File: config.mk
export PLATFORM = sky130hd
export DESIGN_NAME = br_lite_ni
export DESIGN_NICKNAME = d
export VERILOG_FILES = /design/src/rtl/br_lite_ni_pkg.sv /design/src/rtl/br_lite_ni_fifo.sv /design/src/rtl/br_lite_ni.sv
export SDC_FILE = /design/constraint.sdc
export NUM_CORES = 1
export LEC_CHECK = 0
export ABC_AREA = 1
export BUFFER_PORTS_ARGS = -buffer_cell sky130_fd_sc_hd__buf_2
export CORE_MARGIN = 2
export CORE_UTILIZATION = 40
export DETAILED_ROUTE_END_ITERATION = 16
export SLEW_MARGIN = 20
export SYNTH_ARGS = -nofsm -noshare
export SYNTH_HDL_FRONTEND = slang
export SYNTH_SLANG_ARGS = --single-unit
File: constraint.sdc
create_clock -name clk_i -period 4.59 [get_ports clk_i]
set_input_delay 0.918 -clock clk_i [delete_from_list [all_inputs] [get_ports clk_i]]
set_output_delay 0.918 -clock clk_i [all_outputs]
set_load 0.05 [all_outputs]
File: src/rtl/br_lite_ni_pkg.sv
`default_nettype none
// ============================================================================
// Package     : BrLitePkg
// Description : Shared types for the BR-lite broadcast network: service
//               codes, message id and the flit layout exchanged between a
//               network interface and its router.
// Revision    : 1.0 - initial release
// ============================================================================
package BrLitePkg;

    localparam int BR_ADDR_W    = 16;
    localparam int BR_ID_W      = 4;
    localparam int BR_PAYLOAD_W = 16;

    typedef enum logic [1:0] {
        BR_SVC_ALL   = 2'd0,
        BR_SVC_TGT   = 2'd1,
        BR_SVC_MON   = 2'd2,
        BR_SVC_CLEAR = 2'd3
    } br_svc_t;

    typedef logic [BR_ID_W-1:0] br_id_t;

    typedef struct packed {
        logic [BR_ADDR_W-1:0]    seq_source;
        logic [BR_ADDR_W-1:0]    seq_target;
        br_svc_t                 service;
        br_id_t                  id;
        logic [BR_PAYLOAD_W-1:0] payload;
    } br_data_t;

endpackage : BrLitePkg
`default_nettype wire

File: src/rtl/br_lite_ni_fifo.sv
`default_nettype none
// ============================================================================
// Module      : br_lite_fifo
// Description : Count-based circular queue with first-word-fall-through read.
//               A push while full and a pop while empty are ignored.
// Ports       : clk_i/rst_ni  - clock, async active-low reset
//               push_i/data_i - write strobe and data
//               pop_i         - remove head
//               data_o        - current head (valid while !empty_o)
//               full_o/empty_o- occupancy flags
// Revision    : 1.0 - initial release
// ============================================================================
module br_lite_fifo #(
    parameter int  DEPTH = 4,
    parameter type T     = logic [7:0]
) (
    input  logic clk_i,
    input  logic rst_ni,
    input  logic push_i,
    input  T     data_i,
    input  logic pop_i,
    output T     data_o,
    output logic full_o,
    output logic empty_o
);

    localparam int                c_ptr_w    = $clog2(DEPTH);
    localparam logic [c_ptr_w:0]  c_full_cnt = (c_ptr_w + 1)'(DEPTH);

    T                   mem_q [DEPTH];
    logic [c_ptr_w-1:0] wr_ptr_q;
    logic [c_ptr_w-1:0] rd_ptr_q;
    logic [c_ptr_w:0]   count_q;

    logic w_do_push;
    logic w_do_pop;

    assign full_o    = (count_q == c_full_cnt);
    assign empty_o   = (count_q == '0);
    assign w_do_push = push_i && !full_o;
    assign w_do_pop  = pop_i && !empty_o;
    assign data_o    = mem_q[rd_ptr_q];

    always_ff @(posedge clk_i or negedge rst_ni) begin
        if (!rst_ni) begin
            wr_ptr_q <= '0;
            rd_ptr_q <= '0;
            count_q  <= '0;
        end else begin
            // Pointers wrap naturally because DEPTH is a power of two.
            if (w_do_push) wr_ptr_q <= wr_ptr_q + 1'b1;
            if (w_do_pop)  rd_ptr_q <= rd_ptr_q + 1'b1;
            case ({w_do_push, w_do_pop})
                2'b10:   count_q <= count_q + 1'b1;
                2'b01:   count_q <= count_q - 1'b1;
                default: count_q <= count_q;
            endcase
        end
    end

    // Storage carries no reset; occupancy is tracked by count_q alone.
    always_ff @(posedge clk_i) begin
        if (w_do_push) mem_q[wr_ptr_q] <= data_i;
    end

endmodule : br_lite_fifo
`default_nettype wire

File: src/rtl/br_lite_ni.sv
`default_nettype none
// ============================================================================
// Module      : br_lite_ni
// Description : Network interface between a processing element and the local
//               port of a BR-lite router. Messages from the PE are queued and
//               offered to the router with a four-phase req/ack handshake;
//               flits from the router are accepted with a four-phase
//               handshake into a receive queue read by the PE.
// Ports       : clk_i, rst_ni                 - clock, async active-low reset
//               tx_valid_i/tx_ready_o         - PE message offer / queue room
//               tx_service_i/target/payload   - PE message fields
//               rx_valid_o/rx_ready_i/rx_data_o - receive queue head to PE
//               flit_o/req_o/ack_i/local_busy_i - router local input side
//               flit_i/req_i/ack_o            - router local output side
// Revision    : 1.0 - initial release
// ============================================================================
module br_lite_ni
    import BrLitePkg::*;
#(
    parameter logic [15:0] SEQ_ADDRESS = 16'h0000,
    parameter int          TX_DEPTH    = 4,
    parameter int          RX_DEPTH    = 4
) (
    input  logic                    clk_i,
    input  logic                    rst_ni,
    input  logic                    tx_valid_i,
    output logic                    tx_ready_o,
    input  br_svc_t                 tx_service_i,
    input  logic [15:0]             tx_target_i,
    input  logic [BR_PAYLOAD_W-1:0] tx_payload_i,
    output logic                    rx_valid_o,
    input  logic                    rx_ready_i,
    output br_data_t                rx_data_o,
    output br_data_t                flit_o,
    output logic                    req_o,
    input  logic                    ack_i,
    input  logic                    local_busy_i,
    input  br_data_t                flit_i,
    input  logic                    req_i,
    output logic                    ack_o
);

    localparam logic [1:0] TX_IDLE = 2'd0;
    localparam logic [1:0] TX_REQ  = 2'd1;
    localparam logic [1:0] TX_REL  = 2'd2;

    localparam logic RX_IDLE = 1'b0;
    localparam logic RX_ACK  = 1'b1;

    logic [1:0] tx_state_q, tx_state_d;
    logic       rx_state_q, rx_state_d;
    br_id_t     id_cnt_q, id_cnt_d;
    br_data_t   flit_q, flit_d;

    br_data_t   w_tx_in;
    br_data_t   w_tx_head;
    logic       w_tx_full, w_tx_empty;
    logic       w_tx_push, w_tx_pop, w_tx_start;

    logic       w_rx_full, w_rx_empty;
    logic       w_rx_accept, w_rx_push, w_rx_pop;

    // ------------------------------------------------------------------
    // Queues
    // ------------------------------------------------------------------
    always_comb begin
        w_tx_in            = '0;
        w_tx_in.seq_source = SEQ_ADDRESS;
        w_tx_in.seq_target = tx_target_i;
        w_tx_in.service    = tx_service_i;
        w_tx_in.payload    = tx_payload_i;
    end

    // Ready depends only on the registered count, so a pop in the same
    // cycle never lets a push into a full queue.
    assign tx_ready_o = !w_tx_full;
    assign w_tx_push  = tx_valid_i && !w_tx_full;

    br_lite_fifo #(
        .DEPTH (TX_DEPTH),
        .T     (br_data_t)
    ) u_tx_fifo (
        .clk_i   (clk_i),
        .rst_ni  (rst_ni),
        .push_i  (w_tx_push),
        .data_i  (w_tx_in),
        .pop_i   (w_tx_pop),
        .data_o  (w_tx_head),
        .full_o  (w_tx_full),
        .empty_o (w_tx_empty)
    );

    br_lite_fifo #(
        .DEPTH (RX_DEPTH),
        .T     (br_data_t)
    ) u_rx_fifo (
        .clk_i   (clk_i),
        .rst_ni  (rst_ni),
        .push_i  (w_rx_push),
        .data_i  (flit_i),
        .pop_i   (w_rx_pop),
        .data_o  (rx_data_o),
        .full_o  (w_rx_full),
        .empty_o (w_rx_empty)
    );

    assign rx_valid_o = !w_rx_empty;
    assign w_rx_pop   = rx_ready_i && !w_rx_empty;

    // ------------------------------------------------------------------
    // TX handshake FSM
    // ------------------------------------------------------------------
    // A lingering ack from the previous transfer must be gone before the
    // next request is raised, otherwise it would be mistaken for consumption.
    assign w_tx_start = (tx_state_q == TX_IDLE) && !w_tx_empty
                        && !local_busy_i && !ack_i;
    // Any ack ends the transfer, whether or not the router kept the flit.
    assign w_tx_pop   = (tx_state_q == TX_REQ) && ack_i;

    always_ff @(posedge clk_i or negedge rst_ni) begin
        if (!rst_ni) begin
            tx_state_q <= TX_IDLE;
            id_cnt_q   <= '0;
            flit_q     <= '0;
        end else begin
            tx_state_q <= tx_state_d;
            id_cnt_q   <= id_cnt_d;
            flit_q     <= flit_d;
        end
    end

    always_comb begin
        tx_state_d = tx_state_q;
        case (tx_state_q)
            TX_IDLE: if (w_tx_start) tx_state_d = TX_REQ;
            TX_REQ:  if (ack_i)      tx_state_d = TX_REL;
            TX_REL:  if (!ack_i)     tx_state_d = TX_IDLE;
            default:                 tx_state_d = TX_IDLE;
        endcase
    end

    // The flit is captured on entry to TX_REQ and held for the whole
    // handshake; local_busy_i is not consulted once the request is up.
    always_comb begin
        flit_d   = flit_q;
        id_cnt_d = id_cnt_q;
        if (w_tx_start) begin
            flit_d            = w_tx_head;
            flit_d.seq_source = SEQ_ADDRESS;
            flit_d.id         = id_cnt_q;
        end
        if (w_tx_pop) id_cnt_d = id_cnt_q + 1'b1;
    end

    always_comb begin
        req_o  = (tx_state_q == TX_REQ);
        flit_o = flit_q;
    end

    // ------------------------------------------------------------------
    // RX handshake FSM
    // ------------------------------------------------------------------
    // Holding off the ack while full is the backpressure; the router keeps
    // req_i up so nothing is dropped.
    assign w_rx_accept = (rx_state_q == RX_IDLE) && req_i && !w_rx_full;
    assign w_rx_push   = w_rx_accept && (flit_i.service != BR_SVC_CLEAR);

    always_ff @(posedge clk_i or negedge rst_ni) begin
        if (!rst_ni) rx_state_q <= RX_IDLE;
        else         rx_state_q <= rx_state_d;
    end

    always_comb begin
        rx_state_d = rx_state_q;
        case (rx_state_q)
            RX_IDLE: if (w_rx_accept) rx_state_d = RX_ACK;
            RX_ACK:  if (!req_i)      rx_state_d = RX_IDLE;
            default:                  rx_state_d = RX_IDLE;
        endcase
    end

    always_comb begin
        ack_o = (rx_state_q == RX_ACK);
    end

endmodule : br_lite_ni
`default_nettype wire

== Word level (Yosys, flattened, before mapping) ==
Memories as Yosys holds them, arrays and structs flattened. A register that Yosys moved wholly into a read port is not among the register bits.
Index checks and enable logic that the tools add are counted.
Word-level totals
  register bits after elaboration: 25
  latch bits: 0
  RAM bits: 352
  bits in read-only memories: 0
  input bits: 95
  output and inout port bits: 112
  logic and storage cells: 73
  memories kept: 2
Cells by class
  add/sub/neg operators: 9
  $mul: 0
  divide/modulo/power cells: 0
  order comparisons: 0
  equal/unequal tests: 12
  shift operators: 0
  muxes and demuxes: 13
  bitwise gates (word level): 1
  reduce and logical (&&, ||, !) cells: 26
Memories
  u_rx_fifo.mem_q: words 4, bits a word 54, read ports 1, clocked after Yosys merged registers in 0, write ports 1, line br_lite_ni_fifo.sv:30  | T mem_q [DEPTH];
  u_tx_fifo.mem_q: words 4, bits a word 34, read ports 1, clocked after Yosys merged registers in 1, write ports 1, line br_lite_ni_fifo.sv:30
Operator list (number)
  $logic_and 1x1->1: 13
  $pmux 3 s2: 2
  $add 2x1->2 const B: 4
  $logic_not 1->1: 7
  $add 3x1->3 const B: 2
  $eq 2x1->1 const B: 3
  $eq 2x2->1 const B: 3
  $eq 3x3->1 const B: 2
  $logic_not 3->1: 2
  $mux 1: 6
  $mux 2: 3
  $ne 2x2->1 const B: 3
  $pmux 2 s3: 1
  $sub 3x1->3 const B: 2
  $add 4x1->4 const B: 1
  $reduce_bool 2->1: 2
  $reduce_and 3->1: 1
  $logic_not 2->1: 1
  $ne 2x1->1 const B: 1
  $pmux 1 s2: 1
  $not 1->1: 1

== Logic depth before layout (Yosys ltp) ==
Gate-level depths: netlist of the first run.
  depth after elaboration: 7
  depth in mapped cells: 11
  depth with buffers taken out: 11

== Cells and area by module ==
Synthesis of the first run repeated with hierarchy kept, for this count alone.
Unflattened totals
  cell total of the unflattened synthesis: 1601
  area, all modules: 20241.9 um2
Modules (own cells, without submodules)
  br_lite_fifo at u_tx_fifo: instances 1, cells an instance 690, area an instance 9207.6 um2, sequential area each 6661.4 um2
  br_lite_fifo at u_rx_fifo: instances 1, cells an instance 691, area an instance 9064.9 um2, sequential area each 6661.4 um2
  br_lite_ni: instances 1, cells an instance 220, area an instance 1969.4 um2, sequential area each 1126.1 um2

== Least setup slack after synthesis of the first run ==
Ideal clock, no wire load.
  path type: in2reg
  from: in flit_i[20] in the netlist's numbering
  to: mem u_rx_fifo.mem_q[0][0] in the netlist's numbering (enable)
  arrival time: 3.575 ns
  setup slack: 0.549 ns
  stages on the path: 5
  path through: nand2_1 > inv_1 > nor2_1 > nand2_1 > nor2_1
Between the ends
  cells in the longest elaborated chain, start to end: 5
Ends and longest elaborated chain
  start, declared: line br_lite_ni.sv:38  | input br_data_t flit_i,
  $ne 2x2->1: line br_lite_ni.sv:166  | assign w_rx_push = w_rx_accept && (flit_i.service != BR_SVC_CLEAR);
  $logic_and 1x1->1: line br_lite_ni.sv:166
  $logic_and 1x1->1: line br_lite_ni_fifo.sv:40  | assign w_do_push = push_i && !full_o;
  $mux 1: line br_lite_ni_fifo.sv:63  | if (w_do_push) mem_q[wr_ptr_q] <= data_i;
  $mux 1 (not written as such): line br_lite_ni_fifo.sv:63
  end, declared: line br_lite_ni_fifo.sv:30
No other way between the ends.

==> metrics.txt, run 1 <==
Slowest-stage cell, CP=inv_4; placed cells=2,047; Unique masters post-synth=24; number of remaining DRC errors=0; proportion of synthesized area in mux cells=0%; kind of critical path=flop to output port; Final Cycle Share=between 70% and 80%; sequential-to-total area share from yosys stat=73.5%; P per Cell Area=slightly above 700 mW/mm²; post-layout min period=3.41 ns; Synth top cells by count=edfxtp_1, nand2_1, inv_1; Die H=206 µm; initial core utilization=40.3%; Peak VDD IR=0.000427 V; starting DRC count in detailed routing=561; Post-synth EDFFs=352; # nets final=1,671; num ports=between 200 and 250; Worst Reg-to-Reg Cells=5; worst min-delay path class=input port to async pin; P_leak=7.96 nW; CP endpoint kind=output port; unrepaired setup endpoints after global routing=false; CP Data Required Time=3.67 ns; Comb pwr share=just under 40%; count of state elements after synthesis=approximately 410; M1 GR Usage=21.1%; final hold violations=0; main combinational cell family by area after synthesis=simple AND/OR/NAND/NOR gates; most common cell in the netlist=edfxtp_1; fmax=a little under 0.3 GHz; Core Rows=74; proportion of layout cells with a drive suffix above 1=between 10% and 20%; FF-to-FF Start=u_tx_fifo.count_q[0]; final setup fails=0; Max-slew headroom=30.1%; top_reg_cell synth=edfxtp_1; vias in the first global route=10,157; status=finished clean; critical path's largest stage delay=0.73 ns; Synth Instances=1,373; first-pass GRT wire length=55,100 µm; GR peak layer=met2; Synth area leader=edfxtp_1; Detail Route Antenna Nets=0; post-synthesis adder-cell area fraction=1.08%; Post-CTS Setup Inserts=0; mean area per synthesized cell=11.9 µm²; die area=approximately 0.043 mm²; YS warnings=0; worst path cell trace=inv_4 -> o21ai_0 -> o22ai_1 -> buf_2; P_int=7.86 mW; root buf cell=clkbuf_16; port bufs=190; CP Max Fanout=109; CORE AREA=0.0406 mm²; Post-Layout Cell Count=2,134; Post-Synth Simple-Gate Area=12.5%; top cells by area, synth=edfxtp_1, dfrtp_1, nand2_1, inv_1, o21ai_0; top cell type's share of synthesized area=64.5%; via density per instance=around 4.8; Area growth syn-to-layout=17.2%; worst skew pair latency=0.56 ns; post-CTS sizing=0; largest net degree at the start of global routing=110; post-DR wirelength/cell=about 17 µm; GR Util met3=5.08%; setup slack, reg-to-reg=between 2 and 2.5 ns; drt total wl=35,200 µm; Hold Buf Count CTS=0; total power=13.5 mW; number of buffers created by CTS=45; final core utilization=47.3%; Synth Cell Area=around 0.016 mm²; post-route setup TNS=0 ns; sequential share of power=36.8%; CP startpoint kind=flop; die width=206 µm; sw frac=41.9%; Reg clk slew, reported paths=0.06 ns; pins over their slew limit=0; DRT Pass-1 Iters=5; routability cong.=roughly 0.7; via count=10,259; initial antenna violation count=7; part of the power in the clock network=24.6%; Clock Tree Buf Depth=3; max-cap check violation count=0; Synth Area in Compound Gates=5.62%; H-tree depth=2; Least-Margin Pin Slew=1.05 ns; Overflow after GRT=0; Synth async-reset ratio=between 10% and 20%; Setup WS pre-CTS=1.63 ns; Detail Placement HPWL=20,100 µm; final worst setup slack=1.18 ns; CTS tree=yes; Total GRT Usage=approximately 17%; XOR/XNOR Fraction of Synth Area=0.588%; WP data arrival=2.49 ns; M2 GR Usage=~28%; sw power=about 5.7 mW; final worst clock skew=0.0145 ns; r2r endpoint=u_tx_fifo.mem_q[1][13]; Sink Count=411
[worst max-delay path, delay by kind of cell (launching register included)]
kind / cells / cell delay (ns)
buffers and inverters: 2 / 1.04
DFF: 1 / 0.42
AOI/OAI and AO/OA: 2 / 0.43
[how the worst max path moves through the flow]
| stage | startpoint | end | slack [ns] | cells after the start |
|---|---|---|---|---|
| 3_3_place_gp | u_rx_fifo.rd_ptr_q[0] | rx_data_o[40] | 1.69 | 4 |
| 2_1_floorplan | flit_i[20] | u_rx_fifo.mem_q[0][0] | 0.55 | 5 |
| 4_1_cts | u_rx_fifo.rd_ptr_q[0] | rx_data_o[36] | 1.01 | 4 |
| 6_report | u_rx_fifo.rd_ptr_q[0] | rx_data_o[40] | 1.18 | 4 |
| 3_5_place_dp | u_rx_fifo.rd_ptr_q[0] | rx_data_o[36] | 1.63 | 4 |
| 5_1_grt | u_rx_fifo.rd_ptr_q[0] | rx_data_o[40] | 0.90 | 4 |
[placed cells by master, fill, tap and decap left out, drive strengths merged]
master and n:
edfxtp 352, nand2 311, buf 208, inv 173
nor2 123, o21ai 114, nand3 81, dfrtp 59
clkbuf 58, o22ai 54, clkinv 19, conb 16
ha 11, xor2 7, diode 4, xnor2 4
clkinvlp 3, fa 2, o21a 1, a21oi 1
bufinv 1
[kinds of logic (layout without fill, tap and decap cells)]
logic type	count (synthesis)	count (layout)
and+or+nand+nor	515	515
DFF	411	411
buffers and inverters	252	462
AOI/OAI and AO/OA	170	170
adders and majority gates	13	13
xor gates and xnor gates	11	11
other	1	20
[state kept, by name, summed over array words and instances, names as in the netlist]
| signal | count |
|---|---|
| u_rx_fifo.count_q | 3 |
| u_rx_fifo.wr_ptr_q | 2 |
| flit_o | 38 |
| tx_state_q | 2 |
| id_cnt_q | 4 |
| u_tx_fifo.count_q | 3 |
| u_tx_fifo.rd_ptr_q | 2 |
| u_rx_fifo.mem_q | 216 |
| u_rx_fifo.rd_ptr_q | 2 |
| ack_o | 1 |
| u_tx_fifo.mem_q | 136 |
| u_tx_fifo.wr_ptr_q | 2 |
[stage by stage]
step	hold WS, ns	instance area [µm²]
after CTS	0.475	19200
final	0.455	19200
after global placement	0.457	17800
after detailed placement	0.460	17800
after global routing	0.494	19200
after floorplan	0.442	16400
[per-layer routing]
layer  vias to the layer above  wire, µm
met1                      4967     15000
met5                         -        56
li1                       4958         -
met2                       266     17000
met4                         8       574
met3                        60      2670
[power by group through the flow]
stage,registers [mW],clock network [mW],logic (mW)
2_1_floorplan,5.57,0,3.45
3_3_place_gp,5.03,0,5.23
3_5_place_dp,5.05,0,5.28
4_1_cts,4.98,3.45,5.30
5_1_grt,5.04,3.59,5.73
6_report,4.98,3.33,5.23
[area by class of cell]
cell class                 instances  area, µm²
clock inverter                    24        148
fill                            3659      21400
antenna                            4       10.0
multi-input combinational        725       3360
tap                              532        666
timing repair buffer             208       1120
inverter                         172        648
clock buffer                      58       1220
sequential                       411      12000
No activity file was read; power rests on OpenSTA's default activity.
==> inputs of run 2 (changes only) <==
ABC_AREA = 0   (was 1)
clock period = 3.05 ns   (was 4.59 ns; I/O delays follow)
==> run 2 against run 1 <==
Synthesized cell count decreased by 52%. Critical path type unchanged. Synthesized area decreased by 5.9%. Hold slack got worse by 0.37 ns. Non-clock buffer count increased by 4. Global-route usage decreased by 2.1 points. First-iteration DRC count decreased by 50%. Critical endpoint is now rx_data_o[45]. Final cell count decreased by 33%.
==> metrics.txt, run 2 <==
status=finished clean; critical path's largest stage delay=0.65 ns (-0.08 ns); sw frac=36.2% (-5.7 points); max reg flops=216 (unchanged); largest net degree at the start of global routing=50 (-55%); count of state elements after synthesis=411 (unchanged); part of the power in the clock network=24.9% (+0.3 points); Core Rows=71 (-4.1%); drt total wl=28,600 µm (-19%); via count=7,012 (-32%); initial antenna violation count=3 (-4); max-cap check violation count=0 (unchanged); most common cell in the netlist=edfxtp_1; Least-Margin Pin Slew=0.654 ns (-0.395 ns); root buf cell=clkbuf_16; top cells by area, synth=edfxtp_1, mux4_2, dfrtp_1, mux2_2, mux4_1; CP Max Fanout=23 (-79%); P_leak=6.62 nW (-17%); kind of critical path=flop to output port; CP startpoint kind=flop; Synth async-reset ratio=14.4% (unchanged); Total GRT Usage=14.7% (-2.1 points); post-DR wirelength/cell=20.0 µm (+21%); final worst setup slack=0.160 ns (-1.02 ns); vias in the first global route=7,602 (-25%); Unique masters post-synth=37 (+54%); proportion of layout cells with a drive suffix above 1=44.2% (+26 points); Slowest-stage cell, CP=dfrtp_4; post-route setup TNS=0 ns (unchanged); final core utilization=48.6% (+1.4 points); Detail Route Antenna Nets=0 (unchanged); number of remaining DRC errors=0 (unchanged); worst path cell trace=buf_12 -> mux4_2 -> buf_2; Detail Placement HPWL=17,900 µm (-11%); Post-synth EDFFs=352 (unchanged); most common cell after layout, fill and taps aside=edfxtp_1; Sink Count=411 (unchanged); mean area per synthesized cell=23.5 µm² (+97%); H-tree depth=2 (unchanged); top cell type's share of synthesized area=68.5% (+4.0 points); P_int=12.3 mW (+57%); Reg clk slew, reported paths=0.06 ns (about the same); WP data arrival=2.28 ns (-0.21 ns); final worst clock skew=0.0162 ns (+0.00165 ns); post-CTS sizing=0 (unchanged); Setup WS pre-CTS=0.680 ns (-0.952 ns); Die H=200 µm (-2.9%); via density per instance=4.90 (+1.9%); starting DRC count in detailed routing=280 (-50%); Post-Layout Cell Count=1,432 (-33%); final hold violations=0 (unchanged); top_reg_cell synth=edfxtp_1; P per Cell Area=1050 mW/mm² (+49%); Synth top cells by count=edfxtp_1, mux4_2, dfrtp_1; die area=0.0402 mm² (-5.8%); Area growth syn-to-layout=19.2%; port bufs=190 (unchanged); pins over their slew limit=0 (unchanged); worst skew pair latency=0.55 ns (about the same); sw power=6.98 mW (+23%); unrepaired setup endpoints after global routing=false; number of buffers created by CTS=43 (-4.4%); first-pass GRT wire length=45,100 µm (-18%); Overflow after GRT=0 (unchanged); post-layout min period=2.89 ns; fmax=0.346 GHz; CP Data Required Time=2.44 ns (-1.23 ns); commonest non-fill, non-tap cells in the layout=edfxtp_1, buf_2, mux4_2; Synth Cell Area=0.0154 mm² (-5.9%); Peak VDD IR=0.000713 V (+67%); Hold Buf Count CTS=0 (unchanged); Max-slew headroom=56.4% (+26 points); Final Cycle Share=94.8%; CORE AREA=0.0378 mm² (-6.9%); Comb pwr share=34.8% (-3.8 points); Synth area leader=edfxtp_1; final setup fails=0 (unchanged); Clock Tree Buf Depth=3 (unchanged); YS warnings=0 (unchanged); worst min-delay path class=input port to async pin; placed cells=1,353 (-34%); CP endpoint kind=output port; # nets final=995 (-40%); initial core utilization=40.8% (+0.44 points); post-layout instance area=0.0184 mm² (-4.2%); Synth Instances=657 (-52%); sequential-to-total area share from yosys stat=78.1% (+4.6 points); CTS tree=yes; routability cong.=0.707 (-2.0%); num ports=207 (unchanged); DRT Pass-1 Iters=4 (-1); Post-CTS Setup Inserts=0 (unchanged); DP Area=0.0171 mm² (-4.1%); Biggest register=u_rx_fifo.mem_q; sequential share of power=40.3% (+3.5 points); die width=200 µm (-2.9%)
run 2: cell count changes after synthesis, sizes merged, moves of 54 or more:
cell,previous run,this run
nand2,311,4
inv,172,13
nor2,123,2
o21ai,114,1
mux4,0,88
nand3,81,1
o22ai,54,0
run 2: power groups by stage:
stage / registers (mW) / clock network [mW] / logic, mW
3_5_place_dp: 7.92 / 0 / 6.84
5_1_grt: 7.92 / 5.18 / 7.11
3_3_place_gp: 7.88 / 0 / 6.81
2_1_floorplan: 8.52 / 0 / 4.50
6_report: 7.78 / 4.81 / 6.71
4_1_cts: 7.81 / 4.96 / 6.86
run 2: worst paths after layout:
path | start | depth (start not counted) | to | slack (ns)
setup / recovery | u_rx_fifo.rd_ptr_q[0] | 3 | rx_data_o[45] | 0.16
hold / removal | rst_ni | 1 | flit_o[2] | 0.09
setup reg to reg | u_rx_fifo.count_q[1] | 9 | u_rx_fifo.count_q[2] | 0.78
hold reg to reg | id_cnt_q[3] | 1 | id_cnt_q[3] | 0.48
max in group asynchronous | rst_ni | 2 | flit_o[32] | 2.30
min in group clk_i | flit_i[43] | 1 | u_rx_fifo.mem_q[1][43] | 0.27
run 2: logic make-up after synthesis:
| group | share of synthesized area, % |
|---|---|
| adders and majority gates | 1.15 |
| buffers and inverters | 2.20 |
| and+or+nand+nor | 1.17 |
| muxes | 16.4 |
| DFF | 78.1 |
| AOI/OAI and AO/OA | 0.187 |
| xor gates and xnor gates | 0.851 |
| other | 0.0243 |
run 2: layer usage:
| metal | vias up | GRT usage (%) | wire length (µm) |
|---|---|---|---|
| met3 | 47 | 4.46 | 2080 |
| met1 | 3632 | 18.6 | 11900 |
| met2 | 203 | 24.2 | 14000 |
| met5 | - | 0 | 37 |
| li1 | 3124 | - | - |
| met4 | 6 | 4.71 | 607 |
run 2: critical path, delay by kind of cell, from the launching register on:
family	cells	cell delay, ns
flops	1	0.65
mux	1	0.55
buf+inv	2	0.52
run 2: through the flow:
step / total power, mW / hold slack, ns
after global routing: 20.2 / 0.102
after floorplan: 13.0 / 0.314
after CTS: 19.6 / 0.0781
final: 19.3 / 0.0891
after global placement: 14.7 / 0.461
after detailed placement: 14.8 / 0.469
run 2: layout make-up:
cell class / count / area [µm²]
multi-input combinational: 206 / 3110
tap: 511 / 639
antenna: 2 / 5.00
inverter: 13 / 48.8
sequential: 411 / 12100
fill: 3165 / 19400
clock inverter: 25 / 165
clock buffer: 52 / 1140
timing repair buffer: 212 / 1240
